## src/rtl/sram_arbiter_2to1.sv

```systemverilog
// Two-port round-robin arbiter in front of one SRAM controller port.
// Grants lock until accepted; a tag FIFO routes in-order read data back to its issuer.
module sram_arbiter_2to1 #(
  parameter int ADDR_BITS = 20,
  parameter int DATA_BITS = 16,
  parameter int MAX_READS = 4
) (
  input  logic                 clk,
  input  logic                 reset_n,
  input  logic                 m0_req_valid,
  output logic                 m0_req_ready,
  input  logic                 m0_req_we,
  input  logic [ADDR_BITS-1:0] m0_req_addr,
  input  logic [DATA_BITS-1:0] m0_req_wdata,
  output logic                 m0_rsp_valid,
  output logic [DATA_BITS-1:0] m0_rsp_rdata,
  input  logic                 m1_req_valid,
  output logic                 m1_req_ready,
  input  logic                 m1_req_we,
  input  logic [ADDR_BITS-1:0] m1_req_addr,
  input  logic [DATA_BITS-1:0] m1_req_wdata,
  output logic                 m1_rsp_valid,
  output logic [DATA_BITS-1:0] m1_rsp_rdata,
  output logic                 s_req_valid,
  input  logic                 s_req_ready,
  output logic                 s_req_we,
  output logic [ADDR_BITS-1:0] s_req_addr,
  output logic [DATA_BITS-1:0] s_req_wdata,
  input  logic                 s_rsp_valid,
  input  logic [DATA_BITS-1:0] s_rsp_rdata,
  output logic                 rsp_orphan
);

  localparam int PTR_W = $clog2(MAX_READS);
  localparam int CNT_W = PTR_W + 1;

  typedef enum logic {REQ_M0 = 1'b0, REQ_M1 = 1'b1} req_id_e;

  logic             lock_q, lock_d;
  req_id_e          owner_q, owner_d;
  req_id_e          rr_prefer_q, rr_prefer_d;
  req_id_e          tag_mem_q [MAX_READS];
  req_id_e          tag_mem_d [MAX_READS];
  logic [PTR_W-1:0] wr_ptr_q, wr_ptr_d;
  logic [PTR_W-1:0] rd_ptr_q, rd_ptr_d;
  logic [CNT_W-1:0] count_q, count_d;
  logic             rsp_orphan_q, rsp_orphan_d;

  logic    fifo_empty, fifo_full, can_push;
  logic    pop, push, hs;
  logic    m0_elig, m1_elig, grant_valid;
  req_id_e sel, head;

  // Selection, forwarding mux and response routing.
  // NOTE: every signal written here gets a default first so no path leaves it unassigned (no latch).
  always_comb begin
    fifo_empty   = (count_q == '0);
    fifo_full    = (count_q == CNT_W'(MAX_READS));
    head         = tag_mem_q[rd_ptr_q];
    pop          = reset_n && s_rsp_valid && !fifo_empty;
    // A pop in the same cycle frees the slot, so a read may enter a full FIFO then.
    can_push     = !fifo_full || pop;
    m0_elig      = m0_req_valid && (m0_req_we || can_push);
    m1_elig      = m1_req_valid && (m1_req_we || can_push);

    sel          = rr_prefer_q;
    grant_valid  = 1'b0;
    if (lock_q) begin
      sel         = owner_q;
      grant_valid = (owner_q == REQ_M0) ? m0_elig : m1_elig;
    end else if (m0_elig && m1_elig) begin
      sel         = rr_prefer_q;
      grant_valid = 1'b1;
    end else if (m0_elig) begin
      sel         = REQ_M0;
      grant_valid = 1'b1;
    end else if (m1_elig) begin
      sel         = REQ_M1;
      grant_valid = 1'b1;
    end

    s_req_valid  = reset_n && grant_valid;
    s_req_we     = 1'b0;
    s_req_addr   = '0;
    s_req_wdata  = '0;
    if (s_req_valid) begin
      s_req_we    = (sel == REQ_M0) ? m0_req_we    : m1_req_we;
      s_req_addr  = (sel == REQ_M0) ? m0_req_addr  : m1_req_addr;
      s_req_wdata = (sel == REQ_M0) ? m0_req_wdata : m1_req_wdata;
    end
    m0_req_ready = s_req_valid && s_req_ready && (sel == REQ_M0);
    m1_req_ready = s_req_valid && s_req_ready && (sel == REQ_M1);
    hs           = s_req_valid && s_req_ready;
    push         = hs && !s_req_we;

    m0_rsp_valid = pop && (head == REQ_M0);
    m1_rsp_valid = pop && (head == REQ_M1);
    m0_rsp_rdata = m0_rsp_valid ? s_rsp_rdata : '0;
    m1_rsp_rdata = m1_rsp_valid ? s_rsp_rdata : '0;
    rsp_orphan   = rsp_orphan_q;
  end

  // Next-state for arbitration and the tag FIFO.
  always_comb begin
    lock_d       = lock_q;
    owner_d      = owner_q;
    rr_prefer_d  = rr_prefer_q;
    tag_mem_d    = tag_mem_q;
    wr_ptr_d     = wr_ptr_q;
    rd_ptr_d     = rd_ptr_q;
    rsp_orphan_d = rsp_orphan_q | (s_rsp_valid & fifo_empty);

    if (hs) begin
      lock_d      = 1'b0;
      rr_prefer_d = (sel == REQ_M0) ? REQ_M1 : REQ_M0;
    end else if (s_req_valid) begin
      lock_d  = 1'b1;
      owner_d = sel;
    end

    if (push) begin
      tag_mem_d[wr_ptr_q] = sel;
      wr_ptr_d            = wr_ptr_q + 1'b1;
    end
    if (pop) begin
      rd_ptr_d = rd_ptr_q + 1'b1;
    end
    count_d = count_q + CNT_W'(push) - CNT_W'(pop);
  end

  // NOTE: state registers use non-blocking assignments so every flop samples pre-edge values.
  always_ff @(posedge clk or negedge reset_n) begin
    if (!reset_n) begin
      lock_q       <= 1'b0;
      owner_q      <= REQ_M0;
      rr_prefer_q  <= REQ_M0;
      wr_ptr_q     <= '0;
      rd_ptr_q     <= '0;
      count_q      <= '0;
      rsp_orphan_q <= 1'b0;
      // NOTE: the tag store is a handful of flops, so it is reset like the rest; a large RAM would not be.
      for (int i = 0; i < MAX_READS; i++) begin
        tag_mem_q[i] <= REQ_M0;
      end
    end else begin
      lock_q       <= lock_d;
      owner_q      <= owner_d;
      rr_prefer_q  <= rr_prefer_d;
      wr_ptr_q     <= wr_ptr_d;
      rd_ptr_q     <= rd_ptr_d;
      count_q      <= count_d;
      rsp_orphan_q <= rsp_orphan_d;
      tag_mem_q    <= tag_mem_d;
    end
  end

endmodule

```

## config.mk

```make
export PLATFORM = sky130hd
export DESIGN_NAME = sram_arbiter_2to1
export DESIGN_NICKNAME = d
export VERILOG_FILES = /design/src/rtl/sram_arbiter_2to1.sv
export SDC_FILE = /design/constraint.sdc
export NUM_CORES = 1
export LEC_CHECK = 0
export ABC_AREA = 1
export CAP_MARGIN = 20
export CORE_ASPECT_RATIO = 0.6
export CORE_MARGIN = 1
export CORE_UTILIZATION = 33
export CTS_BUF_LIST = sky130_fd_sc_hd__clkbuf_4 sky130_fd_sc_hd__clkbuf_8 sky130_fd_sc_hd__clkbuf_16
export CTS_CLUSTER_SIZE = 24
export DETAILED_ROUTE_END_ITERATION = 16
export PLACE_DENSITY = 0.91
export SLEW_MARGIN = 20
export SYNTH_ARGS = -nofsm -noshare
export SYNTH_HDL_FRONTEND = slang
export SYNTH_SLANG_ARGS = --single-unit
```

## constraint.sdc

```tcl
create_clock -name clk -period 6.7 [get_ports clk]
set_input_delay 1.005 -clock clk [delete_from_list [all_inputs] [get_ports clk]]
set_output_delay 1.005 -clock clk [all_outputs]
set_load 0.05 [all_outputs]
```

Word level (Yosys, flattened, before mapping)
Index checks and enable logic that the tools add are counted.
Word-level totals
  flip-flop bits (word level): 15
  bits in latches: 0
  RAM bits: 0
  bits in read-only memories: 0
  input bits: 96
  output and inout bits: 75
  word-level logic and storage cells: 74
  memories kept: 0
Cells by class
  $add $sub $neg: 4
  multiply operators: 0
  div/mod/pow operators: 0
  order comparisons: 3
  equal/unequal tests: 1
  shifts and indexed selects: 0
  multiplexer cells: 26
  bitwise gates (word level): 7
  reduce and logical (&&, ||, !) cells: 22
Operator list (count)
  $mux W16: 4
  $mux W20: 2
  $mux W1: 17
  $logic_and A1 B1 Y1: 13
  $ge A3 B3 Y1 const B: 2
  $not A2 Y3: 2
  $add A2 B1 Y2 const B: 2
  $bwmux W4: 1
  $add A3 B1 Y3: 1
  $eq A3 B3 Y1 const B: 1
  $logic_not A1 Y1: 3
  $logic_not A3 Y1: 1
  $logic_or A1 B1 Y1: 3
  $lt A3 B1 Y1 const B: 1
  $not A1 Y1: 3
  $sub A3 B1 Y3: 1
  $bmux W1 S2: 1
  $demux W1 S2: 1
  $reduce_and A2 Y1: 1
  $reduce_bool A2 Y1: 1
  $and A1 B1 Y1: 1
  $or A1 B1 Y1: 1

Longest topological paths before layout
Gate-level depths: netlist (run 1).
  depth after elaboration: 16
  gate-level depth with buffers: 15

Worst setup path before layout (run 1)
Ideal clock, no wire load.
  kind: in2out
  from: input s_rsp_valid
  to: output m1_rsp_rdata[10]
  arrival: 2815 ps
  required time: 5695 ps
  setup slack: 2880 ps
  stages: 7
  path buffers: 1
  path through: nand2_1 > a21oi_2 > inv_2 > nor2_2 > inv_2 > buf_2 > nor2_1
On the way
  longest elaborated chain between the ends: 4
Ends and longest elaborated chain
  start: declaration: RTL line 29  | input logic s_rsp_valid,
  $logic_and A1 B1 Y1 (2 in a row): RTL line 60  | pop = reset_n && s_rsp_valid && !fifo_empty;
  via pop: RTL line 50  | logic pop, push, hs;
  $logic_and A1 B1 Y1: RTL line 97  | m1_rsp_valid = pop && (head == REQ_M1);
  via m1_rsp_valid: RTL line 22  | output logic m1_rsp_valid,
  $mux W16: RTL line 99  | m1_rsp_rdata = m1_rsp_valid ? s_rsp_rdata : '0;
  end: declaration: RTL line 23  | output logic [DATA_BITS-1:0] m1_rsp_rdata,
The timed path passes the listed nets, and every way through them passes these cells.

Final worst setup path (run 1)
  from: input reset_n
  to: output s_req_addr[16]
On the way
  longest elaborated chain between the ends: 11
Ends and longest elaborated chain
  start: declaration: RTL line 9  | input logic reset_n,
  $logic_and A1 B1 Y1 (2 in a row): RTL line 60
  $logic_or A1 B1 Y1: RTL line 62  | can_push = !fifo_full || pop;
  $logic_or A1 B1 Y1: RTL line 64  | m1_elig = m1_req_valid && (m1_req_we || can_push);
  $logic_and A1 B1 Y1: RTL line 64
  $mux W1: RTL line 77  | end else if (m1_elig) begin
  $mux W1: RTL line 74  | end else if (m0_elig) begin
  $mux W1: RTL line 71  | end else if (m0_elig && m1_elig) begin
  $mux W1: RTL line 68  | if (lock_q) begin
  $mux W20 / $logic_and A1 B1 Y1 (equally long branches): RTL line 88, 82
  $mux W20 *: RTL line 86  | if (s_req_valid) begin
  end: declaration: RTL line 27  | output logic [ADDR_BITS-1:0] s_req_addr,
Mark *: on every way between the ends. The rest lies on a longest branch, timed or not.

==> results of run 1 <==
path summary, 6_finish.rpt:
path / slack, ns / depth (start not counted) / endpoint / from
worst max-delay path: 1.47 / 13 / s_req_addr[16] / reset_n
worst min-delay path: 0.47 / 2 / tag_mem_q[1]$_DFFE_PN0P_ / tag_mem_q[1]$_DFFE_PN0P_
worst max register to register: 3.78 / 15 / count_q[2]$_DFF_PN0_ / count_q[1]$_DFF_PN0_
worst min register to register: 0.47 / 2 / tag_mem_q[1]$_DFFE_PN0P_ / tag_mem_q[1]$_DFFE_PN0P_
max in group asynchronous: 5.43 / 2 / count_q[2]$_DFF_PN0_ / reset_n
min in group asynchronous: 1.08 / 2 / rd_ptr_q[1]$_DFFE_PN0P_ / reset_n
flip-flops by register name (all words and copies together) (netlist names):
register	flops
rsp_orphan	1
rd_ptr_q	2
wr_ptr_q	2
owner_q	1
rr_prefer_q	1
count_q	3
lock_q	1
tag_mem_q	4
worst max-delay path: stages:
cell and delay (ns):
clkdlybuf4s50_1 0.46, buf_4 0.23, nand2_1 0.16, nand4_2 0.14, nand3_1 0.08, nand2_1 0.06
inv_1 0.04, nand2_2 0.07, nand2_4 0.25, inv_2 0.59, nor2_1 0.08, nor2_1 0.17
clkdlybuf4s50_1 0.85
routing by layer:
layer / vias to the layer above / wire length [um]
met4: 0 / 48
li1: 1181 / -
met5: - / 0
met3: 6 / 306
met1: 1039 / 3169
met2: 51 / 3130
Yosys cell counts:
cell type,n,area share [%]
nand2_2,2,0.72
nor2_1,94,20
nand3_2,1,0.58
clkbuf_4,1,0.43
fa_1,1,1.2
ha_1,6,4.3
a31o_2,1,0.50
nor3_1,1,0.29
nand4_2,1,0.72
nand2_1,29,6.3
buf_6,4,2.6
nand3_1,8,2.3
a21oi_1,1,0.29
inv_2,4,0.86
o211ai_1,1,0.43
nand3_4,1,1.0
a21oi_2,1,0.50
o21ai_1,1,0.29
inv_1,33,7.1
a32o_1,1,0.58
nand2_4,2,1.3
xnor2_1,2,1.0
nor2_4,1,0.65
o21ai_0,28,8.1
buf_2,10,2.9
xor2_1,2,1.0
nor2_2,12,4.3
o21ai_2,10,5.0
nand4_1,5,1.8
dfrtp_1,15,22
buf_12,1,1.2
cells by family after synthesis:
family | Yosys count
buffers and inverters | 53
and+or+nand+nor | 157
DFF | 15
adders and majority gates | 7
xor gates and xnor gates | 4
AOI/OAI and AO/OA | 44
power by group:
group	internal, mW	leakage (nW)	total, mW	switching, mW
sequential	0.135	0.181	0.175	0.0407
clock	0.0461	0.0262	0.0755	0.0294
combinational	0.314	1.32	0.969	0.655
cell type report:
cell class | instances | area share (%)
timing repair buffer | 171 | 49.44
multi-input combinational | 212 | 31.89
sequential | 15 | 10.86
inverter | 37 | 4.017
tap | 66 | 2.389
clock buffer | 4 | 1.412
cell usage in the layout (no fill, tap or decap), drive strengths merged:
master,n
a21oi,2
a31o,1
a32o,1
buf,1
clkbuf,4
clkdlybuf4s50,170
dfrtp,15
fa,1
ha,6
inv,37
nand2,33
nand3,10
nand4,6
nor2,107
nor3,1
o211ai,1
o21ai,39
xnor2,2
xor2,2
==> results_dict.tcl, run 1 <==
set metrics [dict create \
    cts_tree "built" \
    top_usage_layer "met2" \
    finalHoldViolations 0 \
    stdcell_count 505 \
    vdd_drop_max_uv 210.2 \
    area_delta_synth_final_pct 98.78 \
    finalCriticalPeriod_ns 5.225 \
    synth_compound_area_share_pct 15.68 \
    yosysUniqueCellTypes 31 \
    p_leak_nw 1.526 \
    yosysWarnings 0 \
    place_congestion 0.8304 \
    synth_top_family_by_area "simple AND/OR/NAND/NOR gates" \
    synthesis.area_sq_mm 0.001739 \
    fin_crit_sh_pct 77.99 \
    clockBufferDepth 2 \
    whs_ns 0.4744 \
    critPathKind "input port to primary output" \
    synth_seq_cells 15 \
    insertion_delay_ns 0.24 \
    maxCapViolations 0 \
    vias 2277 \
    clock-root-buffer "clkbuf_8" \
    firstDrtPassIters 4 \
    drive_gt1_share_pct 9.339 \
    critPathArrivalTime_ns 4.22 \
    fp.dieW_um 95.72 \
    cp-start-kind "input port" \
    drc 0 \
    dieArea_sq_mm 0.005574 \
    htreeDepth 1 \
    dp_slack_ns 1.492 \
    grt_max_degree 42 \
    post_dp_cell_area_sq_mm 0.003408 \
    overflow 0 \
    cts_buffers 3 \
    cts_resized 0 \
    ys_seq_area_share_pct 21.58 \
    placedCellCount 501 \
    ios 171 \
    die_h_um 58.24 \
    grt_pass1_wl_mm 10.06 \
    synthXorXnorAreaFrac_pct 2.014 \
    multi_input_area_sq_mm 0.001102 \
    synthesis.area_per_instance_sq_um 6.211 \
    port_buffers 170 \
    relSlewSlack_pct 56.79 \
    num_antenna_cells 0 \
    synth_mux_area_share_pct 0 \
    clk_pin_slew_ns 0.06 \
    worstSetupEndpointType "primary output" \
    avgRoutedWirePerCell_um 13.18 \
    core.rowCount 20 \
    fmax_mhz 191.4 \
    layout.nets 543 \
    status "completed" \
    utilization_pct 68.39 \
    crit_path_max_fanout 41 \
    post-dp-hpwl_mm 5.543 \
    worst-slew-pin-transition_ns 0.6471 \
    antenna_left 0 \
    grt_use_total_pct 23.62 \
    synth_nets 383 \
    finalWorstSetupSlack_ns 1.475 \
    grt_pass1_vias 2063 \
    use_met3_pct 6.168 \
    setup_tns_ns 0 \
    slew_viol_final 0 \
    final_area_sq_mm 0.003457 \
    power_mw 1.220 \
    antenna_found_initial 0 \
    ctsHoldBuffers 0 \
    synth_cells 280 \
    cts_setup_buffers 0 \
    finalSetupViolCount 0 \
    core_sq_mm 0.005055 \
    power_density_mw_per_mm2 352.8 \
    synth_fa_ha_area_share_pct 5.468 \
    synthSimpleGateAreaFrac_pct 40.22 \
    grt_setup_unrepaired "no" \
    regArea_sq_um 375.4 \
    skew_ns 0.002189 \
    viasPerCell 4.509 \
    use_met1_pct 34.08 \
    cts_sinks 15 \
    fill_cells 405 \
    dr.first_iter.drc_count 112 \
    cp_data_required_time_ns 5.69 \
    grt_util_met2_pct 36.94 \
    routed_wl_mm 6.655 \
    hold_class "register to register" \
    initial_utilization_pct 34.41 \
]
Note: power is estimated with default switching activity, not from simulation.
==> inputs of run 2 (changes only) <==
CORE_UTILIZATION = 30   (was 33)
PLACE_DENSITY = 0.84   (was 0.91)
clock period = 4.9 ns   (was 6.7 ns; I/O delays follow)
==> run 2 against run 1 <==
  * Worst setup slack worse by 0.55 ns
  * Clock power is 36% higher
  * Register-to-register slack got worse by 1.8 ns
  * Die area grew 9.7%
  * Core utilization decreased by 1.4 points
  * Sequential power up 38%
  * Combinational power is 54% higher
  * Sequential share of layout area fell by 0.80 points
  * Hold slack improved by 0.011 ns
==> results_dict.tcl, run 2 (synthesis results as in run 1) <==
set metrics [dict create \
    status "completed" \
    drive_gt1_share_pct 18.14 \
    initial_utilization_pct 31.22 \
    hold_class "register to register" \
    fp.dieW_um 100.3 \
    dr.first_iter.drc_count 111 \
    skew_ns 0.006709 \
    critPathKind "input port to primary output" \
    power_mw 1.830 \
    worstSetupEndpointType "primary output" \
    clockBufferDepth 2 \
    p_leak_nw 1.688 \
    utilization_pct 67.00 \
    final_cell_mix "clkdlybuf4s50_1 (133), nor2_1 (94), inv_1 (33)" \
    firstDrtPassIters 5 \
    viasPerCell 4.428 \
    cp_data_required_time_ns 4.16 \
    port_buffers 170 \
    clk_pin_slew_ns 0.07 \
    fmax_mhz 251.4 \
    avgRoutedWirePerCell_um 13.43 \
    regMostFlops "tag_mem_q" \
    power_density_mw_per_mm2 490.3 \
    grt_max_degree 42 \
    drc 0 \
    overflow 0 \
    grt_use_total_pct 21.74 \
    area_delta_synth_final_pct 114.6 \
    worst-slew-pin-transition_ns 0.6600 \
    fill_cells 466 \
    grt_pass1_vias 2027 \
    multi_input_area_sq_mm 0.001102 \
    routed_wl_mm 6.999 \
    ios 171 \
    cts_buffers 3 \
    slew_viol_final 0 \
    layout.nets 545 \
    relSlewSlack_pct 55.93 \
    die_h_um 60.98 \
    cts_tree "built" \
    crit_path_max_fanout 41 \
    cp-start-kind "input port" \
    core.rowCount 21 \
    clock-root-buffer "clkbuf_8" \
    wl_met2_mm 3.550 \
    grt_setup_unrepaired "no" \
    core_sq_mm 0.005570 \
    regArea_sq_um 375.4 \
    vias 2307 \
    finalSetupViolCount 0 \
    ctsHoldBuffers 0 \
    insertion_delay_ns 0.25 \
    met3_length_um 206 \
    num_antenna_cells 0 \
    dieArea_sq_mm 0.006115 \
    place_congestion 0.7871 \
    setup_tns_ns 0 \
    largest_reg_flops 4 \
    reg.largest.list "tag_mem_q: 4 flops, count_q: 3 flops" \
    critPathArrivalTime_ns 3.24 \
    fin_crit_sh_pct 81.17 \
    finalCriticalPeriod_ns 3.977 \
    cts_sinks 15 \
    grt_pass1_wl_mm 10.32 \
    final_common_cell "clkdlybuf4s50_1" \
    htreeDepth 1 \
    antenna_left 0 \
    cts_resized 0 \
    cts_setup_buffers 0 \
    antenna_found_initial 0 \
    post-dp-hpwl_mm 5.800 \
    maxCapViolations 0 \
    met1_length_mm 3.227 \
    highest_layer "met4" \
    vdd_drop_max_uv 216.0 \
    finalHoldViolations 0 \
]
[run 2: cell types whose count changed in the layout (fill, tap and decap cells not counted)]
cell,delta
clkbuf_4,-1
clkdlybuf4s50_1,-37
buf_12,+27
buf_4,+12
clkinv_2,+1
[run 2: power breakdown]
group	leakage, nW	internal (mW)	switching [mW]
combinational	1.48	0.545	0.940
clock	0.0255	0.0564	0.0465
sequential	0.181	0.184	0.0577
total	1.69	0.786	1.04
[run 2: worst max-delay path: stages]
cell and delay (ns):
clkdlybuf4s50_1 0.53, nand2_1 0.13, nand4_2 0.13, nand3_1 0.09, nand2_1 0.07, inv_1 0.04, nand2_2 0.09, nand2_4 0.26
inv_2 0.61, nor2_1 0.09, nor2_1 0.25, buf_12 0.18
[run 2: metrics by stage]
step,std cells,setup slack [ns],cell area [sq um],hold WS [ns]
after floorplan,280,1.620,1739,0.4394
after global routing,521,0.7198,3732,0.5151
final,521,0.9226,3732,0.4858
after detailed placement,517,0.9450,3686,0.4712
after CTS,521,0.9403,3732,0.4869
after global placement,517,1.041,3686,0.4619
[run 2: path summary, 6_finish.rpt]
check                                               from                        to  slack, ns  depth (start not counted)
worst max-delay path                             reset_n           s_req_wdata[13]       0.92                         12
worst min-delay path            tag_mem_q[1]$_DFFE_PN0P_  tag_mem_q[1]$_DFFE_PN0P_       0.49                          2
worst max register to register      count_q[1]$_DFF_PN0_      count_q[2]$_DFF_PN0_       1.96                         15
worst min register to register  tag_mem_q[1]$_DFFE_PN0P_  tag_mem_q[1]$_DFFE_PN0P_       0.49                          2
max in group asynchronous                        reset_n       owner_q$_DFFE_PN0P_       3.80                          2
min in group asynchronous                        reset_n  tag_mem_q[1]$_DFFE_PN0P_       0.91                          2
[run 2: final cells by class]
cell class | instances | area share [%]
clock buffer | 3 | 1.106
clock inverter | 1 | 0.1341
timing repair buffer | 173 | 52.77
tap | 80 | 2.682
sequential | 15 | 10.06
inverter | 37 | 3.721
multi-input combinational | 212 | 29.53
[run 2: layer usage]
metal | track usage, % | vias up
li1 | - | 1185
met1 | 30.84 | 1071
met2 | 36.59 | 49
met3 | 3.571 | 2
met4 | 1.863 | 0
met5 | 0 | -
==> inputs of run 3 (changes only) <==
clock period = 3.9 ns   (was 4.9 ns; I/O delays follow)
==> run 3 against run 2 <==
  * Sequential share of layout area is 1.2 points lower
  * Clock skew is 0.0021 ns lower
  * Total power is 40% higher
  * Register-to-register slack worse by 0.77 ns
  * Final area is 14% higher
  * First-iteration DRC count is 35% higher
  * Critical endpoint is now s_req_addr[14]
==> results_dict.tcl, run 3 (synthesis results as in run 1) <==
set metrics [dict create \
    status "completed" \
    die_h_um 60.98 \
    critPathArrivalTime_ns 2.82 \
    p_clk_share_pct 5.1 \
    hold-path-cell-count 2 \
    final_area_sq_mm 0.004238 \
    utilization_pct 76.08 \
    stdcell_count 524 \
    finalWorstSetupSlack_ns 0.4978 \
    crit_path_start "reset_n" \
    grt_max_degree 40 \
    p_leak_nw 1.911 \
    critPathKind "input port to primary output" \
    finalCriticalPeriod_ns 3.402 \
    dp_slack_ns 0.5639 \
    dr.first_iter.drc_count 150 \
    overflow 0 \
    slew_viol_final 0 \
    antenna_found_initial 0 \
    fill_cells 387 \
    power_frac_comb_pct 83.2 \
    setup_tns_ns 0 \
    rrSetupSlack_ns 1.19 \
    min_to "tag_mem_q[1]$_DFFE_PN0P_" \
    grt_util_met2_pct 48.92 \
    vias 2443 \
    multi_input_area_sq_mm 0.001102 \
    avgRoutedWirePerCell_um 15.48 \
    placedCellCount 520 \
    layout.nets 548 \
    firstDrtPassIters 4 \
    regArea_sq_um 375.4 \
    core_sq_mm 0.005570 \
    routed_wl_mm 8.109 \
    crit_path_max_fanout 39 \
    clockBufferDepth 2 \
    p_switching_mw 1.383 \
    finalHoldViolations 0 \
    top_usage_layer "met2" \
    fp.dieW_um 100.3 \
    grt_pass1_wl_mm 12.00 \
    num_antenna_cells 0 \
    final_common_cell "clkdlybuf4s50_1" \
    finalSetupViolCount 0 \
    relSlewSlack_pct 59.15 \
    drive_gt1_share_pct 27.03 \
    p_int_mw 1.186 \
    largest_reg_flops 4 \
    worst-slew-pin-transition_ns 0.6112 \
    seqPwrFrac_pct 11.8 \
    cts_setup_buffers 0 \
    cts_buffers 3 \
    use_met3_pct 4.147 \
    hold_class "register to register" \
    post_dp_cell_area_sq_mm 0.004192 \
    final_cell_mix "clkdlybuf4s50_1 (96), nor2_1 (94), buf_12 (73)" \
    ios 171 \
    power_density_mw_per_mm2 606.3 \
    maxCapViolations 0 \
    antenna_left 0 \
    htreeDepth 1 \
    reg2reg_from "count_q[1]$_DFF_PN0_" \
    post-dp-hpwl_mm 6.730 \
    ff2ff_path_depth 13 \
    port_buffers 170 \
    fmax_mhz 293.9 \
    skew_ns 0.004563 \
    cp-start-kind "input port" \
    vdd_drop_max_uv 294.0 \
    cts_sinks 15 \
    cts_resized 0 \
    area_delta_synth_final_pct 143.7 \
    fin_crit_sh_pct 87.24 \
    drc 0 \
    sw_frac_of_total_pct 53.83 \
    use_met1_pct 31.99 \
    min_from "tag_mem_q[1]$_DFFE_PN0P_" \
    clk_pin_slew_ns 0.07 \
    core.rowCount 21 \
    cp_data_required_time_ns 3.31 \
    initial_utilization_pct 31.22 \
    regMostFlops "tag_mem_q" \
    worstSetupEndpointType "primary output" \
    r2r-end "count_q[2]$_DFF_PN0_" \
    ctsHoldBuffers 0 \
    cts_tree "built" \
    place_congestion 0.8847 \
    clock-root-buffer "clkbuf_8" \
    grt_pass1_vias 2379 \
    grt_use_total_pct 25.77 \
    grt_setup_unrepaired "no" \
    whs_ns 0.4793 \
    power_mw 2.569 \
    dieArea_sq_mm 0.006115 \
    viasPerCell 4.662 \
    insertion_delay_ns 0.25 \
    reg.largest.list "tag_mem_q: 4 flops, count_q: 3 flops" \
]
[run 3: cell count changes in the layout (fill, tap and decap cells not counted), sizes merged]
cell and delta:
clkdlybuf4s50 -37, buf +40
[run 3: layout make-up]
type                    count  share of cell area, %
clock buffers               3                 0.9743
clock inverters             1                 0.1181
inverters                  37                  3.277
multi-input cells         212                  26.01
flip-flops and latches     15                  8.857
well taps                  80                  2.362
repair buffers            176                  58.40
[run 3: power groups by stage]
stage / logic (mW) / registers [mW] / clock network, mW
2_1_floorplan: 1.20 / 0.302 / 0
3_3_place_gp: 2.08 / 0.295 / 0
3_5_place_dp: 2.13 / 0.302 / 0
4_1_cts: 2.14 / 0.301 / 0.131
5_1_grt: 2.26 / 0.310 / 0.137
6_report: 2.14 / 0.302 / 0.130
[run 3: worst max-delay path: stages]
cell,delay [ns]
clkdlybuf4s50_1,0.54
nand2_1,0.15
nand4_1,0.15
o211ai_1,0.11
nand2_1,0.09
nand2_2,0.07
inv_2,0.09
buf_4,0.38
o21ai_0,0.23
nor2_1,0.22
buf_12,0.17
[run 3: worst max path at each step]
stage                        to
2_1_floorplan  m1_rsp_rdata[10]
3_3_place_gp     s_req_addr[14]
3_5_place_dp    s_req_wdata[11]
4_1_cts         s_req_wdata[11]
5_1_grt          s_req_addr[14]
6_report         s_req_addr[14]
[run 3: metal layers]
| metal | up-vias | part of all wire [%] |
|---|---|---|
| li1 | 1193 | - |
| met5 | - | 0 |
| met3 | 12 | 3.4 |
| met4 | 0 | 1.2 |
| met2 | 63 | 55 |
| met1 | 1175 | 40 |
